<file path="src/rtl/esp_uart_tx.sv">
// esp_uart_tx
//   Byte sink (AXI-stream style valid/ready) that feeds an 8N1 UART transmitter
//   driving the ESP serial link. Bytes are buffered in a small circular FIFO and
//   sent back-to-back with no idle gap between frames.
//
//   Build option: define ESP_UART_TX_PARITY_EN to insert an even-parity bit
//   between data bit 7 and the stop bit (frames become 11 bit-times long).
//
//   Parameters:
//     CLK_FREQ_HZ  input clock frequency
//     BAUD_RATE    line rate; per-bit divisor DIV = round(CLK_FREQ_HZ/BAUD_RATE), DIV >= 2
//     FIFO_DEPTH   byte FIFO depth, power of 2, >= 2
//
//   Ports:
//     clk_i         clock
//     reset_n_i     asynchronous active-low reset
//     valid_i       byte valid
//     data_i        byte, sampled on the edge where valid_i & ready_o
//     ready_o       high when the FIFO has room (decoded from the registered count)
//     tx_serial_o   UART line, idles high
//     busy_o        high while a frame is on the line
//     fifo_count_o  bytes currently buffered
//
//   state  | meaning
//   IDLE   | line high, waiting for a buffered byte
//   START  | start bit (low) for DIV cycles
//   DATA   | data bits, LSB first, DIV cycles each
//   PARITY | even-parity bit for DIV cycles (parity build only)
//   STOP   | stop bit (high) for DIV cycles, then next byte or IDLE

module esp_uart_tx #(
  parameter int CLK_FREQ_HZ = 25000000,
  parameter int BAUD_RATE   = 115200,
  parameter int FIFO_DEPTH  = 16
) (
  input  logic                        clk_i,
  input  logic                        reset_n_i,
  input  logic                        valid_i,
  input  logic [7:0]                  data_i,
  output logic                        ready_o,
  output logic                        tx_serial_o,
  output logic                        busy_o,
  output logic [$clog2(FIFO_DEPTH):0] fifo_count_o
);

  localparam int DIV   = (CLK_FREQ_HZ + BAUD_RATE / 2) / BAUD_RATE;
  localparam int DIV_W = (DIV > 2) ? $clog2(DIV) : 1;
  localparam int PTR_W = $clog2(FIFO_DEPTH);

  localparam logic [DIV_W-1:0] DIV_LAST = DIV_W'(DIV - 1);
  localparam logic [PTR_W:0]   FULL_CNT = (PTR_W + 1)'(FIFO_DEPTH);

  generate
    if (DIV < 2) begin : g_div_chk
      $error("esp_uart_tx: baud divisor must be >= 2");
    end
    if (FIFO_DEPTH < 2 || (FIFO_DEPTH & (FIFO_DEPTH - 1)) != 0) begin : g_depth_chk
      $error("esp_uart_tx: FIFO_DEPTH must be a power of 2 and >= 2");
    end
  endgenerate

  typedef enum logic [2:0] {
    S_IDLE,
    S_START,
    S_DATA,
    S_STOP
`ifdef ESP_UART_TX_PARITY_EN
    , S_PARITY
`endif
  } state_e;

  // FIFO
  logic [7:0]       mem_q [FIFO_DEPTH];
  logic [PTR_W-1:0] wr_ptr_q, rd_ptr_q;
  logic [PTR_W:0]   count_q, count_d;
  logic             push, pop;

  // Transmitter
  state_e           state_q, state_d;
  logic [DIV_W-1:0] cnt_q, cnt_d;
  logic [2:0]       idx_q, idx_d;
  logic [7:0]       shift_q, shift_d;
  logic             tx_q, tx_d;
  logic             busy_q, busy_d;

  logic             fifo_nonempty;
  logic             bit_end;
  logic [2:0]       idx_inc;

  assign ready_o       = (count_q != FULL_CNT);
  assign push          = valid_i & ready_o;
  assign fifo_nonempty = (count_q != '0);
  assign bit_end       = (cnt_q == DIV_LAST);
  assign idx_inc       = idx_q + 3'd1;

  assign tx_serial_o  = tx_q;
  assign busy_o       = busy_q;
  assign fifo_count_o = count_q;

  // Storage is not reset; contents are dead once the pointers are cleared.
  always_ff @(posedge clk_i) begin
    if (push) begin
      mem_q[wr_ptr_q] <= data_i;
    end
  end

  always_comb begin
    count_d = count_q;
    unique case ({push, pop})
      2'b10:   count_d = count_q + (PTR_W + 1)'(1);
      2'b01:   count_d = count_q - (PTR_W + 1)'(1);
      default: count_d = count_q;
    endcase
  end

  always_ff @(posedge clk_i or negedge reset_n_i) begin
    if (!reset_n_i) begin
      wr_ptr_q <= '0;
      rd_ptr_q <= '0;
      count_q  <= '0;
    end else begin
      if (push) wr_ptr_q <= wr_ptr_q + PTR_W'(1);
      if (pop)  rd_ptr_q <= rd_ptr_q + PTR_W'(1);
      count_q <= count_d;
    end
  end

  always_ff @(posedge clk_i or negedge reset_n_i) begin
    if (!reset_n_i) begin
      state_q <= S_IDLE;
      cnt_q   <= '0;
      idx_q   <= '0;
      shift_q <= '0;
      tx_q    <= 1'b1;
      busy_q  <= 1'b0;
    end else begin
      state_q <= state_d;
      cnt_q   <= cnt_d;
      idx_q   <= idx_d;
      shift_q <= shift_d;
      tx_q    <= tx_d;
      busy_q  <= busy_d;
    end
  end

  always_comb begin
    state_d = state_q;
    cnt_d   = cnt_q;
    idx_d   = idx_q;
    shift_d = shift_q;
    tx_d    = tx_q;
    busy_d  = busy_q;
    pop     = 1'b0;

    // Baud counter free-runs 0..DIV-1 while a frame is on the line.
    if (state_q != S_IDLE) begin
      cnt_d = bit_end ? '0 : cnt_q + DIV_W'(1);
    end

    unique case (state_q)
      S_IDLE: begin
        tx_d   = 1'b1;
        busy_d = 1'b0;
        if (fifo_nonempty) begin
          pop     = 1'b1;
          shift_d = mem_q[rd_ptr_q];
          cnt_d   = '0;
          idx_d   = '0;
          tx_d    = 1'b0;
          busy_d  = 1'b1;
          state_d = S_START;
        end
      end

      S_START: begin
        if (bit_end) begin
          tx_d    = shift_q[0];
          idx_d   = '0;
          state_d = S_DATA;
        end
      end

      S_DATA: begin
        if (bit_end) begin
          if (idx_q == 3'd7) begin
`ifdef ESP_UART_TX_PARITY_EN
            tx_d    = ^shift_q;
            state_d = S_PARITY;
`else
            tx_d    = 1'b1;
            state_d = S_STOP;
`endif
          end else begin
            idx_d = idx_inc;
            tx_d  = shift_q[idx_inc];
          end
        end
      end

`ifdef ESP_UART_TX_PARITY_EN
      S_PARITY: begin
        if (bit_end) begin
          tx_d    = 1'b1;
          state_d = S_STOP;
        end
      end
`endif

      S_STOP: begin
        if (bit_end) begin
          // Chain straight into the next start bit when more bytes are waiting.
          if (fifo_nonempty) begin
            pop     = 1'b1;
            shift_d = mem_q[rd_ptr_q];
            idx_d   = '0;
            tx_d    = 1'b0;
            busy_d  = 1'b1;
            state_d = S_START;
          end else begin
            tx_d    = 1'b1;
            busy_d  = 1'b0;
            state_d = S_IDLE;
          end
        end
      end

      default: begin
        tx_d    = 1'b1;
        busy_d  = 1'b0;
        state_d = S_IDLE;
      end
    endcase
  end

endmodule

</file>
<file path="config.mk">
export PLATFORM = sky130hd
export DESIGN_NAME = esp_uart_tx
export DESIGN_NICKNAME = d
export VERILOG_FILES = /design/src/rtl/esp_uart_tx.sv
export SDC_FILE = /design/constraint.sdc
export NUM_CORES = 1
export LEC_CHECK = 0
export ABC_CLOCK_PERIOD_IN_PS = 3200
export CAP_MARGIN = 30
export CORE_MARGIN = 4
export CORE_UTILIZATION = 38
export CTS_CLUSTER_DIAMETER = 80
export DETAILED_ROUTE_END_ITERATION = 16
export HOLD_SLACK_MARGIN = 0.15
export PLACE_DENSITY_LB_ADDON = 0.2
export SYNTH_ARGS = -nofsm -noshare
export SYNTH_HDL_FRONTEND = slang
export SYNTH_SLANG_ARGS = --single-unit
</file>
<file path="constraint.sdc">
create_clock -name clk_i -period 3.2 [get_ports clk_i]
set_input_delay 0.32 -clock clk_i [delete_from_list [all_inputs] [get_ports clk_i]]
set_output_delay 0.32 -clock clk_i [all_outputs]
set_load 0.02 [all_outputs]
</file>
==> flow_metrics.py <==
metrics = {
    "run_status": {
        "status": "finished, final reports clean",
    },
    "min_path": {
        "hold_depth": 1,
        "hold_end": "shift_q[2]",
        "hold_start": "shift_q[2]",
        "holdCritPathClass": "flop to flop",
    },
    "synthesis": {
        "netlist_area_um2": 7080,
        "yosys_warnings": 0,
        "yosysTopAreaCellShare": 0.543,
        "synth_flop_cell": "edfxtp_1",
        "ys_seq_area_frac": 0.671,
        "ys_types": 51,
        "synthArstFlopShare": 0.220,
        "synth_seq_cells": 164,
        "synth_edf_count": 128,
        "synth_top_cells_by_area": "edfxtp_1 54%, dfrtp_1 12%, mux4_2 11%",
        "synth.largest_area_cell": "edfxtp_1",
        "syn_avg_cell_area_um2": 16.9,
        "synth_cells": 418,
        "synth_fp_nets": 446,
    },
    "global_routing": {
        "grt.overflow.total": 0,
        "grt_first_pass_wirelength_um": 22000,
        "antenna_found_initial": 0,
        "grt_usage": 0.143,
        "grt_max_degree": 37,
        "grt_pass1_vias": 3920,
    },
    "timing": {
        "min_period_over_period": 0.943,
        "timing.slew.headroom": 0.426,
        "period_minus_slack_ns": 3.02,
        "rsz0062_at_grt": "no",
        "tightest_slew_ns": 0.861,
        "fmax_ghz": 0.331,
        "finalWorstSetupSlack_ns": 0.182,
        "hold_viol_final": 0,
        "drv_slew": 0,
        "setup-tns-final_ns": 0,
        "skew_ns": 0.00724,
        "setup_viol": 0,
    },
    "final_layout": {
        "drive_above_1_share": 0.240,
        "multi_input_area_um2": 2190,
        "num-fill-cells": 1549,
        "layout.nets": 488,
        "seq_area_um2": 4750,
        "diodes": 0,
        "syn_to_final_growth_pct": 16.5,
    },
    "floorplanning": {
        "die_h_um": 144,
        "die_w_um": 144,
        "core-area_um2": 18100,
        "dieArea_um2": 20900,
        "ios": 19,
        "rows": 49,
        "initial_core_util": 0.390,
    },
    "route": {
        "drc_errors": 0,
        "drtIter0Drc": 191,
        "drt_pass1_iterations": 4,
        "wl_per_cell_um": 19.6,
        "ant_nets": 0,
        "routed_wl_um": 13800,
        "num_vias": 3693,
        "vias_per_cell": 5.28,
    },
    "pwr": {
        "total_power_mw": 7.33,
        "p_leak_nw": 2.94,
        "ir_worst_vdd_mv": 0.464,
        "p_per_area_nw_per_um2": 889,
    },
    "critical_path": {
        "reg2reg_to": "fifo_count_o[4]",
        "reg2regPathDepth": 10,
        "cp-end-kind": "flop",
        "crit_fanout": 10,
        "rrSetupSlack_ns": 0.18,
        "path_class": "flop to flop",
        "crit_arrival_ns": 3.32,
        "crit_path_start_kind": "flop",
        "r2r-start": "fifo_count_o[1]",
        "crit_required_ns": 3.50,
    },
    "cts": {
        "cts_tree": "yes",
        "numCtsBuffers": 17,
        "h-tree-depth": 4,
        "clock_sinks": 164,
        "cts_setup_buffers": 0,
        "clkLatencyLatePin_ns": 0.43,
        "cts_root_buf": "clkbuf_16",
        "cts.path.max_buffers": 2,
        "path_clk_slew_ns": 0.06,
    },
    "place": {
        "dpl.hpwl_um": 9290,
        "gp_congestion": 0.762,
        "port_buffers": 18,
        "pre_cts_ws_ns": 0.0499,
    },
    "job": {
        "cap_violations": 0,
    },
}
## cells in the mapped netlist, drive strengths merged (2+ instances only)
cell type / n
mux4: 34
nor4: 2
nor3b: 3
edfxtp: 128
nand3: 6
and3: 2
nor2: 21
mux2: 14
and2: 2
inv: 14
nor3: 8
xor2: 8
buf: 12
a21oi: 11
a31oi: 2
nor2b: 2
ha: 17
nand2: 16
nand2b: 6
clkbuf: 9
a211oi: 2
dfrtp: 35
o22ai: 6
mux2i: 27
o21ai: 7
nand4: 2
xnor2: 5
## final cells by class
class,instances,area share
clock buffer,18,0.0521
clock inverter,12,0.0190
inverter,14,0.00637
multi-input combinational,219,0.265
sequential,164,0.576
tap,229,0.0348
timing repair buffer,44,0.0467
## repair_timing
action                                  CTS  global route
resized for setup                         0             1
endpoints found under the setup margin    0             2
hold buffers                              1             0
endpoints found under the hold margin    35             0
## critical path, stage by stage (launching register included)
cell	delay, ns
dfrtp_1	0.49
or4_4	0.60
nor2_2	0.25
nor3_2	0.13
ha_1	0.33
xor2_1	0.19
ha_1	0.24
o211a_1	0.21
o31ai_1	0.22
a31oi_1	0.08
xor2_1	0.16
## sequential cells by signal, indices dropped and copies added, names as in the netlist, 2 cells and up
signal,cells
idx_q,3
cnt_q,8
rd_ptr_q,4
shift_q,8
wr_ptr_q,4
state_q,2
fifo_count_o,5
mem_q,128
## layer usage
metal | track usage | wire [um] | part of all wire
met1 | 0.174 | 5770 | 0.42
met2 | 0.250 | 7210 | 0.52
met3 | 0.0400 | 578 | 0.042
met4 | 0.0437 | 191 | 0.014
met5 | 0 | 0 | 0
## cell usage in the layout, fill, tap and decap left out, types with 8 or more instances in the layout
master / count
buf_4: 24
inv_1: 14
nor2_1: 20
mux2i_1: 27
a21oi_1: 10
mux4_2: 34
clkbuf_16: 17
xor2_1: 8
dfrtp_1: 34
mux2_2: 13
clkdlybuf4s50_1: 17
ha_1: 17
nand2_1: 16
edfxtp_1: 128
## worst max-delay path by stage
stage | end | startpoint | cells after the start
finish | fifo_count_o[4] | fifo_count_o[1] | 10
CTS | fifo_count_o[4] | cnt_q[0] | 12
global route | fifo_count_o[4] | fifo_count_o[1] | 10
detailed placement | fifo_count_o[4] | cnt_q[0] | 12
floorplan | fifo_count_o[4] | cnt_q[0] | 14
global placement | fifo_count_o[4] | cnt_q[0] | 12
## report_power, final
group	internal [mW]	switching (mW)	leakage [nW]
logic	1.15	1.14	1.06
clock network	1.22	0.813	0.286
registers	2.66	0.343	1.59
## logic make-up (layout without fill, tap and decap cells)
family                   after synthesis  count (layout)  synth area share
adder cells (fa/ha/maj)               17              17            0.0301
AO/OA/AOI/OAI                         39              39            0.0357
XOR/XNOR                              13              13            0.0161
buffers and inverters                 35              88            0.0209
flip-flops                           164             164             0.671
AND/OR/NAND/NOR                       75              75            0.0573
multiplexers                          75              75             0.169
## per-stage QoR
step	hold slack [ns]	cell area [um2]	cells	util
after floorplan	0.0244	7080	418	-
after global placement	0.471	7640	669	0.421
after CTS	0.515	8240	700	0.454
after global routing	0.536	8240	700	0.454
after detailed placement	0.478	7640	669	0.421
final	0.513	8240	700	0.454
Power figures use the tool's default switching activity.
